===== config.mk =====
export PLATFORM = sky130hd
export DESIGN_NAME = fifo_flagged
export DESIGN_NICKNAME = d
export VERILOG_FILES = /design/src/rtl/fifo_flagged.sv
export SDC_FILE = /design/constraint.sdc
export NUM_CORES = 1
export LEC_CHECK = 0
export CAP_MARGIN = 0
export CORE_MARGIN = 5
export CORE_UTILIZATION = 45
export DETAILED_ROUTE_END_ITERATION = 10
export GPL_TIMING_DRIVEN = 0
export PLACE_DENSITY = 0.67
export SYNTH_ARGS = -nofsm -noshare
export SYNTH_HDL_FRONTEND = slang
export SYNTH_SLANG_ARGS = --single-unit

===== constraint.sdc =====
create_clock -name clk -period 4.2 [get_ports clk]
set_input_delay 0.42 -clock clk [delete_from_list [all_inputs] [get_ports clk]]
set_output_delay 0.42 -clock clk [all_outputs]
set_load 0.1 [all_outputs]

===== src/rtl/fifo_flagged.sv =====
// fifo_flagged: parametrised synchronous FIFO with occupancy count, almost flags and sticky errors.
// Define FIFO_FWFT_EN for first-word-fall-through reads; the default is a registered read.
module fifo_flagged #(
    parameter int DEPTH      = 8,
    parameter int DATA_WIDTH = 8,
    parameter int AF_THRESH  = DEPTH - 2,
    parameter int AE_THRESH  = 2
) (
    input  logic                       clk,
    input  logic                       rst,
    input  logic                       wren,
    input  logic                       rden,
    input  logic [DATA_WIDTH-1:0]      i_data,
    input  logic                       clr_err,
    output logic [DATA_WIDTH-1:0]      o_data,
    output logic                       o_valid,
    output logic                       full,
    output logic                       empty,
    output logic                       almost_full,
    output logic                       almost_empty,
    output logic [$clog2(DEPTH):0]     count,
    output logic                       overflow,
    output logic                       underflow
);
    localparam int AW = $clog2(DEPTH);
    localparam int CW = AW + 1;
    localparam logic [CW-1:0] DEPTH_C = CW'(DEPTH);
    localparam logic [CW-1:0] AF_C    = CW'(AF_THRESH);
    localparam logic [CW-1:0] AE_C    = CW'(AE_THRESH);

    logic [DATA_WIDTH-1:0] mem [DEPTH];
    logic [CW-1:0]         wptr, rptr;
    logic                  wr_ok, rd_ok;

    // All status outputs decode from the registered pointers only.
    assign count        = wptr - rptr;
    assign empty        = count == '0;
    assign full         = count == DEPTH_C;
    assign almost_full  = count >= AF_C;
    assign almost_empty = count <= AE_C;
    assign rd_ok        = rden && !empty;
    assign wr_ok        = wren && (!full || rd_ok);

    always_ff @(posedge clk) begin
        if (wr_ok) mem[wptr[AW-1:0]] <= i_data;
    end

    always_ff @(posedge clk) begin
        if (rst) begin
            wptr      <= '0;
            rptr      <= '0;
            overflow  <= 1'b0;
            underflow <= 1'b0;
        end else begin
            if (wr_ok) wptr <= wptr + CW'(1);
            if (rd_ok) rptr <= rptr + CW'(1);
            overflow  <= (overflow && !clr_err) || (wren && !wr_ok);
            underflow <= (underflow && !clr_err) || (rden && !rd_ok);
        end
    end

`ifdef FIFO_FWFT_EN
    assign o_data  = mem[rptr[AW-1:0]];
    assign o_valid = !empty;
`else
    always_ff @(posedge clk) begin
        if (rst) begin
            o_data  <= '0;
            o_valid <= 1'b0;
        end else begin
            o_valid <= rd_ok;
            if (rd_ok) o_data <= mem[rptr[AW-1:0]];
        end
    end
`endif
endmodule


==> results.toml <==
[run_status]
status = "completed"

[global_route]
grt_max_degree = 17
grt-ovfl-total = 0
track_usage = 0.160
antenna_found_initial = 0
grt_pass1_vias = 1974
grt_pass1_wl_um = 11200

[detailed_routing]
drt_wl_total_um = 6940
drt_iter0_markers = 151
drc = 0
vias_per_cell = 5.30
num_vias = 1936
ant_nets = 0
routedWlPerCell_um = 19.0
firstDrtPassIters = 4

[setup_path]
cpPeakStageDelay_ps = 870
cp_common_cell = "inv_1"
crit_required_ps = 3780
cp_max_fo = 10
critPathTopFamily = "buffers and inverters"
path_class = "flop to output pin"
startpoint_type = "flop"
arrival_ps = 3430
worst-path-buf-inv = 4
slowest_stage = "dlygate4sd2_1"
endpoint_kind = "output pin"
path_cells = "inv_1, clkbuf_1, ha_1, and3b_1, o21ai_0, and2_1, inv_1, dlygate4sd2_1"

[synth]
synth_common_cells = "edfxtp_1, nand2_1, dfxtp_1, nor2_1, mux4_2"
ys_ff_latch = 83
synth_seq_area_share = 0.675
synth-warning-count = 0
yosys.cell_types.count = 40
post-synth-top-count-cell = "edfxtp_1"
avgSynthCellArea_um2 = 15.6
synth_flop_cell = "edfxtp_1"
netlist_area_mm2 = 0.00341
synth_cells = 219
synthArstFlopShare = 0
synth_area_leaders = "edfxtp_1, dfxtp_1, mux4_2"
yosysTopAreaCell = "edfxtp_1"
syn_nets = 238
synth_edf_count = 64
yosys.area.top_type_share = 0.564

[floorplan]
rows = 31
die_w_um = 97.0
initial_core_util = 0.465
core_area_mm2 = 0.00733
die-height_um = 97.0
die_area_mm2 = 0.00941
io_pins = 32

[sta]
hold_viol = 0
max_freq_ghz = 0.260
finalSetupViolCount = 0
max_slew_margin = 0.346
post-route-period-util = 0.917
worstMarginPinSlew_ps = 978
rsz0062_at_grt = "no"
drv_slew = 0
clock-skew-final_ps = 14.0
min_period_ps = 3850

[finish]
syn_to_final_growth_pct = 20.6
antenna_cells = 0
final_nets = 280
final_util = 0.561
drive_above_1_share = 0.207

[clocking]
htree_levels = 3
clk_pin_slew_ps = 90
cts_root_buf = "clkbuf_8"
cts_sinks = 83
post_cts_buffers = 0
cts.path.max_buffers = 2
cts_tree = "yes"
cts_buffers = 9
clock_latency_ps = 360

[job]
maxCapViolations = 0

[placement]
portBuffers = 31
gp_congestion = 0.783
dp_hpwl_um = 4600

[min_path]
hold_class = "flop to flop"
worst paths after layout:
| path | from | endpoint | slack (ps) | cells after the start |
|---|---|---|---|---|
| max reg2reg | rptr[2]$_SDFFE_PP0P_ | mem[1][4]$_DFFE_PP_ | 630 | 9 |
| max | rptr[2]$_SDFFE_PP0P_ | count[3] | 350 | 8 |
| min | o_data[1]$_SDFFE_PP0P_ | o_data[1]$_SDFFE_PP0P_ | 500 | 2 |
| min reg2reg | o_data[1]$_SDFFE_PP0P_ | o_data[1]$_SDFFE_PP0P_ | 500 | 2 |
cells in the final DEF (no fill, tap or decap), types with 5 or more instances in the layout:
cell             Yosys  final
edfxtp_1            64     64
clkdlybuf4s50_1      0     26
nand2_1             20     20
dfxtp_1             19     19
nor2_1              17     17
mux4_2              16     16
inv_1               11     11
clkbuf_8             0      9
a311oi_1             8      8
ha_1                 5      5
stage by stage:
step	cell area [um2]	TNS (ps)	hold slack, ps	std cells	setup WS [ps]
2_1_floorplan	3410	0	519	219	25.1
3_3_place_gp	3850	-7330	469	349	-476
3_5_place_dp	3880	-16.7	482	351	-9.35
4_1_cts	4120	0	506	367	16.4
5_1_grt	4110	0	528	365	91.0
6_report	4110	0	500	365	350
cell type report:
cell class                      instances  area [um2]
Buffer                                 10        48.8
Timing Repair Buffer                   33         319
Clock inverter                          7         106
Multi-Input combinational cell        113        1050
Tap cell                               99         124
Fill cell                             590        3220
Clock buffer                            9         124
Sequential cell                        83        2300
Inverter                               11        41.3
routing by layer:
layer  global-route usage  wire (um)  up-vias
met5                    0          0        -
met4               0.0680        131        0
met3               0.0345        292       10
met2                0.256       3340       42
met1                0.212       3180      960
li1                     -          -      924
timing repair:
item / 4_1_cts / 5_1_grt
resized for setup: 11 / 2
setup endpoints to repair: 13 / 5
hold buffers: 0 / 0
endpoints found under the hold margin: 0 / 0
sequential cells by signal (all words and copies together), names as in the netlist:
name	count
mem	64
o_data	8
rptr	4
wptr	4
o_valid	1
overflow	1
underflow	1
worst min-delay path: stages (launching register included):
cell and delay [ps]:
dfxtp_1 320, nor2_1 90, a311oi_1 50
logic make-up after synthesis:
kind of cell	count (synthesis)	share of synthesized area
mux	19	0.115
fa+ha+maj	6	0.0242
buf+inv	23	0.0286
flops	83	0.675
simple gates	59	0.0830
xor+xnor	5	0.0151
compound gates	24	0.0587
Power is left out: the tool's default activity adds up to more than one toggle a clock period on the data nets, which glitch-free logic cannot reach.
